File: src/rtl/peri_timer.sv
// Memory-mapped 8-bit timer peripheral: prescaled up-counter with one-shot or
// auto-reload overflow, sticky overflow flag and a registered interrupt request.
module peri_timer #(
  parameter logic [7:0] BASE_ADDR = 8'h10
) (
  input  logic       clk_ip,
  input  logic       reset_n_ip,
  input  logic [7:0] addr_ip,
  input  logic [7:0] data_ip,
  input  logic       wr_en_ip,
  input  logic       rd_en_ip,
  output logic [7:0] data_op,
  output logic       irq_op
);

  localparam logic [1:0] OFF_CTRL   = 2'd0;
  localparam logic [1:0] OFF_FLAG   = 2'd1;
  localparam logic [1:0] OFF_COUNT  = 2'd2;
  localparam logic [1:0] OFF_RELOAD = 2'd3;

  logic [7:0] offset;
  logic       hit;
  logic [1:0] reg_sel;
  logic       wr_ctrl;
  logic       wr_flag;
  logic       wr_count;
  logic       wr_reload;

  logic       en;
  logic       arl;
  logic       ie;
  logic [1:0] ps;
  logic       ovf;
  logic [7:0] count;
  logic [7:0] reload;
  logic [5:0] presc;

  logic       tick;
  logic       ovf_evt;
  logic [7:0] ctrl_val;

  // Address decode: the block owns BASE_ADDR..BASE_ADDR+3.
  assign offset    = addr_ip - BASE_ADDR;
  assign hit       = (offset[7:2] == 6'd0);
  assign reg_sel   = offset[1:0];
  assign wr_ctrl   = wr_en_ip && hit && (reg_sel == OFF_CTRL);
  assign wr_flag   = wr_en_ip && hit && (reg_sel == OFF_FLAG);
  assign wr_count  = wr_en_ip && hit && (reg_sel == OFF_COUNT);
  assign wr_reload = wr_en_ip && hit && (reg_sel == OFF_RELOAD);

  assign ctrl_val  = {2'b00, ps, 1'b0, ie, arl, en};

  always_comb begin
    tick = 1'b0;
    case (ps)
      2'b00:   tick = en;
      2'b01:   tick = en && (&presc[1:0]);
      2'b10:   tick = en && (&presc[3:0]);
      default: tick = en && (&presc);
    endcase
  end

  // A CPU write to COUNT overrides the tick entirely, so it also masks overflow.
  assign ovf_evt = tick && (count == 8'hFF) && !wr_count;

  always_ff @(posedge clk_ip) begin
    if (!reset_n_ip) begin
      en  <= 1'b0;
      arl <= 1'b0;
      ie  <= 1'b0;
      ps  <= 2'b00;
    end else if (wr_ctrl) begin
      en  <= data_ip[0];
      arl <= data_ip[1];
      ie  <= data_ip[2];
      ps  <= data_ip[5:4];
    end else if (ovf_evt && !arl) begin
      en  <= 1'b0;
    end
  end

  always_ff @(posedge clk_ip) begin
    if (!reset_n_ip || wr_ctrl || !en) begin
      presc <= 6'd0;
    end else begin
      presc <= presc + 6'd1;
    end
  end

  always_ff @(posedge clk_ip) begin
    if (!reset_n_ip) begin
      count <= 8'h00;
    end else if (wr_count) begin
      count <= data_ip;
    end else if (ovf_evt) begin
      count <= arl ? reload : 8'h00;
    end else if (tick) begin
      count <= count + 8'd1;
    end
  end

  always_ff @(posedge clk_ip) begin
    if (!reset_n_ip) begin
      reload <= 8'h00;
    end else if (wr_reload) begin
      reload <= data_ip;
    end
  end

  // Overflow set has priority over a simultaneous write-1-to-clear.
  always_ff @(posedge clk_ip) begin
    if (!reset_n_ip) begin
      ovf    <= 1'b0;
      irq_op <= 1'b0;
    end else begin
      if (ovf_evt) begin
        ovf <= 1'b1;
      end else if (wr_flag && data_ip[0]) begin
        ovf <= 1'b0;
      end
      irq_op <= ovf && ie;
    end
  end

  // Every register resets to zero, so gating with reset yields the reset values.
  always_comb begin
    data_op = 8'h00;
    if (rd_en_ip && hit && reset_n_ip) begin
      case (reg_sel)
        OFF_CTRL:  data_op = ctrl_val;
        OFF_FLAG:  data_op = {7'b0, ovf};
        OFF_COUNT: data_op = count;
        default:   data_op = reload;
      endcase
    end
  end

endmodule

File: config.mk
export PLATFORM = sky130hd
export DESIGN_NAME = peri_timer
export DESIGN_NICKNAME = d
export VERILOG_FILES = /design/src/rtl/peri_timer.sv
export SDC_FILE = /design/constraint.sdc
export NUM_CORES = 1
export LEC_CHECK = 0
export CAP_MARGIN = 20
export CORE_AREA = 2 2 65 55
export CTS_CLUSTER_SIZE = 30
export DETAILED_ROUTE_END_ITERATION = 16
export DIE_AREA = 0 0 67 57
export GPL_TIMING_DRIVEN = 0
export PLACE_DENSITY = 0.82
export SLEW_MARGIN = 20
export SYNTH_ARGS = -nofsm -noshare
export SYNTH_HDL_FRONTEND = slang
export SYNTH_SLANG_ARGS = --single-unit
File: constraint.sdc
create_clock -name clk_ip -period 3.9 [get_ports clk_ip]
set_input_delay 0.585 -clock clk_ip [delete_from_list [all_inputs] [get_ports clk_ip]]
set_output_delay 0.585 -clock clk_ip [all_outputs]
set_load 0.02 [all_outputs]
## Word level (Yosys, flattened, before mapping)

Cells that the tools add are included.

| storage, ports and cells | value |
|---|---|
| register bits after elaboration | 29 |
| output and inout bits | 9 |
| input port bits | 20 |
| logic and storage cells | 59 |

| operators by class | value |
|---|---|
| reduce and logical (&&, ||, !) cells | 30 |
| mux-type cells | 11 |
| equality and inequality tests | 6 |
| add/subtract/negate cells | 3 |

Operator list:

| kind | count |
|---|---|
| two-way mux 8 bit | 5 |
| one-hot mux 8 bit (3 select lines) | 1 |
| logical AND 1 bit | 15 |
| adder 8 x 1 -> 8 bit (second input constant) | 1 |
| equality test 8 bit (second input constant) | 1 |
| subtractor 8 x 5 -> 8 bit (second input constant) | 1 |
| adder 6 x 1 -> 6 bit (second input constant) | 1 |
| equality test 2 bit (second input constant) | 3 |
| zero test 6 bit | 1 |
| AND reduction 6 bit | 1 |
| equality test 2 x 1 -> 1 bit (second input constant) | 2 |
| zero test 1 bit | 4 |
| zero test 2 bit | 2 |
| two-way mux 1 bit | 4 |
| AND reduction 4 bit | 1 |
| nonzero test 2 bit | 2 |
| one-hot mux 1 bit (3 select lines) | 1 |
| nonzero test 3 bit | 1 |
| logical OR 1 bit | 2 |
| AND reduction 2 bit | 1 |

## Depth between registers and ports, before layout

Gate-level depths: netlist (run 1).

| depth | value |
|---|---|
| depth in word-level cells | 9 |
| mapped depth | 8 |
| mapped depth without buffers | 7 |

## Worst setup path after synthesis (run 1)

No wires, ideal clock.

| timing path | value |
|---|---|
| path kind | in2out |
| start | input port addr_ip[3] |
| end | output port data_op[0] |
| data arrival time | 1773 ps |
| slack | 1542 ps |
| cell stages on the path | 4 |
| data required time | 3315 ps |
| cell sequence | nor4b_4 -> nor3b_4 -> nand3_1 -> nor2b_1 |

| between the ends | value |
|---|---|
| word-level cells in the longest chain between the ends | 5 |

Ends and longest elaborated chain:

| item | line | RTL |
|---|---|---|
| from (decl) | 8 | `input logic [7:0] addr_ip,` |
| subtractor 8 x 5 -> 8 bit | 43 | `assign offset = addr_ip - BASE_ADDR;` |
| zero test 6 bit | 44 | `assign hit = (offset[7:2] == 6'd0);` |
| logical AND 1 bit (2 in series) | 128 | `if (rd_en_ip && hit && reset_n_ip) begin` |
| two-way mux 8 bit | 128 |  |
| to (decl) | 12 | `output logic [7:0] data_op,` |

No other way between the ends.

## Final worst setup path (run 1)

| timing path | value |
|---|---|
| start | input port addr_ip[3] |
| end | output port data_op[2] |

The elaborated chain is that of the path after synthesis.

==> reports/qor.yml, run 1 <==
status:
  status: "finished clean"
clock_network:
  cts_tree: "yes"
  cts_root_buffer: "clkbuf_8"
  clock_latency_ns: 0.29
  numCtsBuffers: 5
  post_cts_resized: 0
  postCtsHoldBufs: 0
  clk_pin_slew_ns: 0.07
  cts.sinks: 29
  clk_path_buf_depth: 2
  ctsHtreeMaxLevel: 2
  cts_setup_buffers: 0
synth:
  synth_simple_gate_area_share_pct: 27.3
  ys.warnings.count: 0
  synthAdderAreaFrac_pct: 3.65
  ys_types: 42
  synth_top_area_share_pct: 33.9
  synth_xor_area_share_pct: 2.56
  synth_mux_area_share_pct: 13.0
  syn-cell-area_sq_mm: 0.00171
  yosysTopAreaCell: "dfxtp_1"
  ys_async_sr_fraction_pct: 0
  synth_top_family_by_area: "simple AND/OR/NAND/NOR gates"
  synth_cells: 201
  synth_area_leaders: "dfxtp_1 34%, mux2i_1 12%, nor2_1 7.0%"
  synth.ff_latch_count: 29
  synth.avg_cell_area_sq_um: 8.52
  synth-edff-count: 0
  synth_compound_area_share_pct: 14.8
  syn-num-nets: 226
  ys_seq_area_share_pct: 33.9
  synth-main-ff-cell: "dfxtp_1"
timing:
  rsz0062_at_grt: "no"
  min_period_over_period_pct: 89.4
  finalSetupViolCount: 0
  maxSlewViolCount: 0
  slew_headroom_pct: 60.2
  clock.fmax_ghz: 0.287
  tightest_slew_ns: 0.597
  clock_skew_ns: 0.0104
  fin_crit_ns: 3.49
  hold_viol: 0
  fin_tns_setup_ns: 0
  setup_ws_ns: 0.414
setup_path:
  required_ns: 3.31
  setup.worst_path.end_class: "primary output"
  r2r-start: "ps[0]"
  worst_ep_arrival_time_ns: 2.90
  critPathKind: "in2out"
  cp_max_fo: 5
  reg2reg_depth: 8
  r2r_setup_slack_ns: 1.79
  worstSetupStartpointType: "primary input"
  r2r-end: "en"
route:
  routed-via-count: 1647
  ant_nets: 0
  routed_wl_microns: 4180
  wl_per_cell_microns: 15.1
  drt-initial-drc-count: 110
  drt_first_pass_iters: 4
  drc_errors: 0
  via_per_inst: 5.95
worst_hold_path:
  min_to: "presc[0]"
  holdPathStages: 1
  min_path_type: "reg2reg"
  hold_start: "presc[0]"
global_route:
  grt_pass1_vias: 1464
  antenna_found_initial: 0
  globalRoute.totalOverflow: 0
  grt_use_total_pct: 24.7
  grt_pass1_wl_microns: 7110
  grt_max_degree: 11
place:
  pre_cts_ws_ns: 0.425
  hpwlAfterDp_microns: 3030
  portBuffers: 26
  dpl_cell_area_sq_mm: 0.00203
  gp_congestion: 0.931
layout:
  fin_util_pct: 65.2
  finalInstanceArea_sq_mm: 0.00211
  area_growth_pct: 23.1
  final_cell_mix: "32 x nor2_1, 29 x dfxtp_1, 26 x clkdlybuf4s50_1"
  final_common_cell: "nor2_1"
  n_antenna_cell: 0
  nets: 259
  drive_gt1_share_pct: 8.51
power_and_ir_drop:
  p_leak_nw: 0.865
  peakVddDrop_uv: 188
  p_total_uw: 583
  power.density_mw_per_mm2: 277
floorplanning:
  core_area_sq_mm: 0.00323
  rows: 19
  start_util_pct: 53.0
  die_w_microns: 67
  dieArea_sq_mm: 0.00382
  io-pin-count: 29
  die_h_microns: 57
job:
  maxCapViolCount: 0
-- flip-flops by register name, indices dropped and copies added (netlist names) --
| signal | cells |
|---|---|
| count | 8 |
| reload | 8 |
| presc | 6 |
| ps | 2 |
| arl | 1 |
| en | 1 |
| ie | 1 |
| irq_op | 1 |
| ovf | 1 |
-- worst max path at each step --
stage / from / end / slack (ns)
after floorplan: addr_ip[3] / data_op[0] / 1.54
after global placement: addr_ip[3] / data_op[1] / 0.44
after detailed placement: addr_ip[3] / data_op[0] / 0.42
after CTS: addr_ip[3] / data_op[0] / 0.42
after global routing: addr_ip[3] / data_op[2] / 0.31
final: addr_ip[3] / data_op[2] / 0.41
-- cell usage after synthesis, drive strengths merged, types with 2 or more instances --
cell     n
nor2    32
buf      6
a31o     2
nor2b    2
o21ai   10
and2     3
nand2   13
a31oi   11
xor2     3
ha       5
or2      2
dfxtp   29
clkbuf   6
nand3   10
and4     2
nand4    6
xnor2    2
a21boi   2
a21oi    2
a311oi   3
and3     8
mux2i   20
inv      7
nor4b    2
-- power by group --
part / internal [mW] / leakage, nW / switching [mW]
logic: 0.0234 / 0.587 / 0.0219
registers: 0.296 / 0.233 / 0.000320
clock network: 0.123 / 0.0450 / 0.118
total: 0.443 / 0.865 / 0.140
-- cell type report --
cell class                      instances  area [sq um]
Inverter                                7          26.3
Fill cell                             300          1120
Clock inverter                          2          10.0
Tap cell                               42          52.6
Sequential cell                        29           581
Multi-Input combinational cell        153          1050
Clock buffer                            6          72.6
Buffer                                 12          56.3
Timing Repair Buffer                   26           260
-- cells by family after synthesis --
group | after synthesis
fa+ha+maj | 5
simple gates | 84
compound gates | 38
flops | 29
xor+xnor | 5
buf+inv | 19
mux | 21
-- worst max-delay path, cell delays in order --
cell	delay [ns]
clkdlybuf4s50_1	0.44
nor4b_4	0.38
nor3b_4	0.40
nand3_1	0.28
nor2_1	0.19
clkdlybuf4s50_1	0.62
-- routing by layer --
metal	global-route usage (%)	wire, microns
met3	5.72	281
met2	37.9	1870
met4	7.00	48
met5	0	0
met1	34.9	1970
-- through the flow --
| stage | hold WS, ns | cells |
|---|---|---|
| floorplan | 0.413 | 201 |
| global placement | 0.423 | 269 |
| detailed placement | 0.435 | 269 |
| CTS | 0.444 | 277 |
| global route | 0.479 | 277 |
| finish | 0.443 | 277 |
Power figures use the tool's default switching activity.
==> run 2: changes to the inputs <==
--- a/config.mk
+++ b/config.mk
@@ -5,14 +5,13 @@
 export SDC_FILE = /design/constraint.sdc
 export NUM_CORES = 1
 export LEC_CHECK = 0
-export CAP_MARGIN = 20
 export CORE_AREA = 2 2 65 55
 export CTS_CLUSTER_SIZE = 30
 export DETAILED_ROUTE_END_ITERATION = 16
 export DIE_AREA = 0 0 67 57
 export GPL_TIMING_DRIVEN = 0
 export PLACE_DENSITY = 0.82
-export SLEW_MARGIN = 20
+export SLEW_MARGIN = 0
 export SYNTH_ARGS = -nofsm -noshare
 export SYNTH_HDL_FRONTEND = slang
 export SYNTH_SLANG_ARGS = --single-unit
==> constraint.sdc (replaced) <==
create_clock -name clk_ip -period 3.9 [get_ports clk_ip]
set_input_delay 0.585 -clock clk_ip [delete_from_list [all_inputs] [get_ports clk_ip]]
set_output_delay 0.585 -clock clk_ip [all_outputs]
set_load 0.01 [all_outputs]
==> results of run 2 <==
The final DEF is identical to that of run 1. Status: finished clean.
Among the figures that moved: setup slack after placement 0.425 ns -> 0.492 ns; setup slack after layout 0.414 ns -> 0.482 ns
==> run 3: changes to the inputs <==
--- a/config.mk
+++ b/config.mk
@@ -5,12 +5,14 @@
 export SDC_FILE = /design/constraint.sdc
 export NUM_CORES = 1
 export LEC_CHECK = 0
-export CORE_AREA = 2 2 65 55
+export ABC_AREA = 1
+export CORE_AREA = 2 2 67 56
 export CTS_CLUSTER_SIZE = 30
 export DETAILED_ROUTE_END_ITERATION = 16
-export DIE_AREA = 0 0 67 57
+export DIE_AREA = 0 0 69 58
 export GPL_TIMING_DRIVEN = 0
-export PLACE_DENSITY = 0.82
+export PLACE_DENSITY = 0.78
+export RECOVER_POWER = 100
 export SLEW_MARGIN = 0
 export SYNTH_ARGS = -nofsm -noshare
 export SYNTH_HDL_FRONTEND = slang
==> constraint.sdc (replaced) <==
create_clock -name clk_ip -period 3.57 [get_ports clk_ip]
set_input_delay 0.5355 -clock clk_ip [delete_from_list [all_inputs] [get_ports clk_ip]]
set_output_delay 0.5355 -clock clk_ip [all_outputs]
set_load 0.01 [all_outputs]
==> run 3 against run 2 <==
  * Die area up 4.8%
  * Via count up 8.1%
  * Critical path type unchanged
  * Cell count up 25%
  * Clock skew down 0.0048 ns
  * Final area up 2.1%
  * Critical endpoint is now data_op[5]
  * Sequential share of layout area down 0.56 points
  * Count of clock-buffer cells in the layout unchanged
  * First-iteration DRC count down 24%
  * Power up 25%
==> reports/qor.yml, run 3 <==
status:
  status: "finished clean"
route:
  wl_per_cell_microns: 12.7
  drc_errors: 0
  drt-initial-drc-count: 84
  routed-via-count: 1781
  ant_nets: 0
  routed_wl_microns: 4370
  via_per_inst: 5.16
  drt_first_pass_iters: 4
synth:
  ys_async_sr_fraction_pct: 0
  ys.warnings.count: 0
  ys_seq_area_share_pct: 33.8
  yosysMostFrequentCell: "nand2_1"
  synth.avg_cell_area_sq_um: 6.44
  synth_area_leaders: "dfxtp_1 34%, nand2_1 16%, nor2_1 10%"
  syn-num-nets: 292
  ys_types: 28
  yosys-top-cells-count: "73 x nand2_1, 47 x nor2_1, 30 x inv_1"
  synth_cells: 267
  synth.ff_latch_count: 29
  yosysTopAreaCell: "dfxtp_1"
  synth-main-ff-cell: "dfxtp_1"
  synth_top_area_share_pct: 33.8
  syn-cell-area_sq_mm: 0.00172
  synth-edff-count: 0
clock_network:
  cts_setup_buffers: 0
  cts.sinks: 29
  postCtsHoldBufs: 0
  numCtsBuffers: 5
  cts_tree: "yes"
  ctsHtreeMaxLevel: 2
  clk_pin_slew_ns: 0.07
  cts_root_buffer: "clkbuf_8"
  post_cts_resized: 0
  clk_path_buf_depth: 2
  clock_latency_ns: 0.29
setup_path:
  worst_ep_arrival_time_ns: 2.74
  cp_max_fo: 8
  path_cells: "dlygate4sd3_1 -> inv_2 -> nor2_1 -> nand2_1 -> a31oi_1 -> clkdlybuf4s50_1"
  cpPeakStageDelay_ns: 0.63
  cp_top_family: "buffers and inverters"
  critPathKind: "in2out"
  worstSetupStartpointType: "primary input"
  required_ns: 3.03
  crit_buf_inv: 3
  setup.worst_path.end_class: "primary output"
  r2r_setup_slack_ns: 1.78
  cp_slowest_cell: "dlygate4sd3_1"
  crit_cells: 6
  reg2reg_depth: 10
layout:
  final_cell_mix: "74 x nand2_1, 50 x nor2_1, 30 x inv_1"
  drive_gt1_share_pct: 3.96
  area_growth_pct: 25.2
  regArea_sq_um: 581
  n_antenna_cell: 0
  fill_cells: 311
  nets: 327
  multi_input_area_sq_um: 961
  reg_top3: "count x8, reload x8, presc x6"
  final_common_cell: "nand2_1"
timing:
  fin_tns_setup_ns: 0
  rsz0062_at_grt: "no"
  min_period_over_period_pct: 91.7
  slew_headroom_pct: 56.1
  hold_viol: 0
  clock_skew_ns: 0.00558
  finalSetupViolCount: 0
  fin_crit_ns: 3.27
  tightest_slew_ns: 0.656
  maxSlewViolCount: 0
  clock.fmax_ghz: 0.306
  hold_slack_ns: 0.454
floorplanning:
  die_w_microns: 69
  dieArea_sq_mm: 0.00400
  io-pin-count: 29
  start_util_pct: 51.7
  core_area_sq_mm: 0.00333
  rows: 19
  die_h_microns: 58
power_and_ir_drop:
  internal_power_uw: 572
  swShare_pct: 21.6
  seq_power_share_pct: 44.4
  pwr-share-clk_pct: 49.7
  power.density_mw_per_mm2: 339
  p_comb_share_pct: 5.9
  p_leak_nw: 0.934
  peakVddDrop_uv: 280
  power.switching_uw: 157
global_route:
  grt_pass1_vias: 1653
  antenna_found_initial: 0
  globalRoute.totalOverflow: 0
  grt_max_degree: 11
  grt_pass1_wl_microns: 7560
  grt_use_total_pct: 23.9
place:
  portBuffers: 28
  gp_congestion: 0.877
  hpwlAfterDp_microns: 3230
job:
  maxCapViolCount: 0
worst_hold_path:
  min_path_type: "reg2reg"
  holdPathStages: 1
run 3: cell count changes after synthesis, moves of 5 or more:
cell and change:
nand2_1 +60, inv_1 +23, mux2i_1 -20, a21oi_1 +19, nor2_1 +15, o21ai_0 +10
and3_1 -8, a31oi_1 -7, o21ai_1 -6, clkbuf_1 -5, nand3_1 +5
run 3: stage by stage:
step                utilization (%)  power (mW)  cells  setup WS [ns]  instance area (sq um)
detailed placement             61.7       0.376    337          0.505                   2050
global route                   64.7       0.747    345          0.187                   2150
finish                         64.7       0.730    345          0.297                   2150
global placement               61.7       0.375    337          0.499                   2050
CTS                            65.3       0.731    345          0.503                   2170
floorplan                         -       0.345    267           1.61                   1720
run 3: path summary, 6_finish.rpt:
kind / startpoint / to
max: addr_ip[1] / data_op[5]
min reg2reg: presc[0] / presc[0]
max reg2reg: ps[0] / count[1]
min: presc[0] / presc[0]
run 3: cells by family after synthesis:
group | after synthesis | synth area share [%]
compound gates | 41 | 12.6
fa+ha+maj | 5 | 3.64
flops | 29 | 33.8
simple gates | 148 | 36.8
buf+inv | 36 | 9.17
xor+xnor | 8 | 4.08
run 3: power by group through the flow:
| stage | Sequential (mW) | Clock (mW) | Combinational [mW] |
|---|---|---|---|
| floorplan | 0.332 | 0 | 0.0135 |
| global placement | 0.332 | 0 | 0.0439 |
| detailed placement | 0.332 | 0 | 0.0443 |
| CTS | 0.324 | 0.362 | 0.0445 |
| global route | 0.324 | 0.376 | 0.0466 |
| finish | 0.324 | 0.362 | 0.0430 |
run 3: cell type report:
class,count,area share (%)
clock inverters,2,1.74
inverters,33,6.34
multi-input cells,202,44.7
plain buffers,3,0.988
repair buffers,28,13.0
well taps,42,2.44
flip-flops and latches,29,27.0
clock buffers,6,3.84
run 3: routing by layer:
metal | vias to the layer above | wire length (microns) | global-route usage [%]
met5 | - | 0 | 0
met1 | 791 | 2090 | 31.3
met2 | 62 | 1890 | 38.5
li1 | 921 | - | -
met4 | 0 | 66 | 9.80
met3 | 7 | 327 | 5.91
==> variant: new RTL, config.mk and constraints of run 2 <==
Put a register stage on the output `data_op`, cleared by the reset. The value now appears one clock later. The other outputs are not delayed to match.
--- a/src/rtl/peri_timer.sv
+++ b/src/rtl/peri_timer.sv
@@ -17,6 +17,8 @@
   localparam logic [1:0] OFF_FLAG   = 2'd1;
   localparam logic [1:0] OFF_COUNT  = 2'd2;
   localparam logic [1:0] OFF_RELOAD = 2'd3;
+
+  logic [7:0] data_op_d;
 
   logic [7:0] offset;
   logic       hit;
@@ -124,14 +126,22 @@
 
   // Every register resets to zero, so gating with reset yields the reset values.
   always_comb begin
-    data_op = 8'h00;
+    data_op_d = 8'h00;
     if (rd_en_ip && hit && reset_n_ip) begin
       case (reg_sel)
-        OFF_CTRL:  data_op = ctrl_val;
-        OFF_FLAG:  data_op = {7'b0, ovf};
-        OFF_COUNT: data_op = count;
-        default:   data_op = reload;
+        OFF_CTRL:  data_op_d = ctrl_val;
+        OFF_FLAG:  data_op_d = {7'b0, ovf};
+        OFF_COUNT: data_op_d = count;
+        default:   data_op_d = reload;
       endcase
+    end
+  end
+
+  always_ff @(posedge clk_ip) begin
+    if (!reset_n_ip) begin
+      data_op <= '0;
+    end else begin
+      data_op <= data_op_d;
     end
   end
 
Behaviour: not the same (a bounded check fails within 4 cycles, from zero or initial values and one cycle with reset_n_ip low).
==> variant against run 2 <==
Non-clock buffer count decreased by 1. Total power increased by 15%. Sequential cell count grew 8. Utilization rose by 3.2 points. Synthesized area increased by 6.0%. Routed wire length is 2.1% higher. Design area is 4.9% higher. Worst setup slack improved by 1300 ps. Sequential power is 27% higher. Critical path type is now reg2reg. Largest power group unchanged. Highest routed layer unchanged.
==> variant: results (changes against run 2) <==
Seq/Total Area, Yosys=40.8% (+6.9 points); share of layout cells above drive strength 1=11.1% (+2.6 points); Syn. warnings=0 (unchanged); antenna violations before repair=0 (unchanged); overall routed net length=4260 um (+2.1%); grt met2 use=37.1% (-0.85 points); Detailed Routing Iterations Pass 1=4 (unchanged); WL met1=1860 um (-5.6%); Via Count=1652 (+0.30%); setup bufs post-CTS=0 (unchanged); Setup WS pre-CTS=1450 ps (+962 ps); DRT iter0 DRCs=143 (+30%); Distinct cells, synth=44 (+4.8%); P_leak=0.809 nW (-6.5%); Met3 Wirelength=365 um (+30%); total track usage=25.5% (+0.77 points); top cells by count, synth=37 x dfxtp_1, 29 x nor2_1, 17 x nand3_1; grt met1 use=35.1% (+0.21 points); vias in the first global route=1552 (+6.0%); clock root cell=clkbuf_8; Worst Path Arrival=2310 ps (-520 ps); IO Port Bufs=27 (+3.8%); met3 Usage GRT=6.11% (+0.39 points); syn avg cell area=8.99 sq um (+5.5%); number of placed cells counting well taps=271 (+0.74%); FILL cells=272 (-9.3%); clock network power=247 uW (+2%); top cells by area, synth=dfxtp_1 41%, mux2i_1 6.1%, nor2_1 6.0%; global-route wire length before repair=7220 um (+1.6%); H-tree lvl count=2 (unchanged); Hold Crit Start=presc[0]; worst-path fanout max=7 (+2); Critical R2R Launch=ps[0]; Worst Hold Class=reg2reg; outcome=finished, final reports clean; Cell Area, Placed=2140 sq um (+5.6%); PwrDens=302 nW/um^2 (+9.2%); Syn Nets=227 (+0.44%); crit path launch type=flip-flop; Sw Ratio=22.4% (-1.6 points); Regs by FF count=count (8), data_op (8), reload (8); DPL Wire Length=3020 um (-0.11%); clock buffer depth=2 (unchanged); Routability Congestion=0.881 (-5.3%); TritonCTS buffer count=5 (unchanged); Layout Nets=261 (+0.77%); relative slew slack=59.3% (-0.89 points); VDD IR-drop max=0.210 mV (+12%); DR WL met2=1920 um (+2.7%); # diodes=0 (unchanged); combinational power share=6.4% (-1.4 points); post-route insts no fill=277 (unchanged); skew final=9.45 ps (-0.938 ps)
## variant: final timing paths
path	to	slack (ps)	cells past startpoint
worst max-delay path	en	1760	7
worst min-delay path	presc[0]	450	1
worst max register to register	en	1760	7
worst min register to register	presc[0]	450	1
## variant: final cells by class
cell class                 count  area (sq um)  area share (%)
multi-input combinational    149           988            44.7
sequential                    37           741            33.5
buffer                        10          63.8            2.88
inverter                       6          22.5            1.02
timing repair buffer          27           270            12.2
clock buffer                   5          68.8            3.11
tap                           42          52.6            2.38
clock inverter                 1          5.00           0.226
## variant: critical path, stage by stage (launching register included)
cell and delay (ps):
dfxtp_1 390, inv_1 80, ha_1 320, nand3b_1 160, o221ai_1 240, nand2_1 240, nor4_1 440, o22ai_1 130
## variant: cells by family after synthesis
kind of cell,Yosys count,share of synthesized area [%]
and+or+nand+nor,85,24.5
DFF,37,40.8
AOI/OAI and AO/OA,35,12.8
buffers and inverters,16,4.75
muxes,16,9.79
xor gates and xnor gates,8,3.86
adders and majority gates,5,3.45
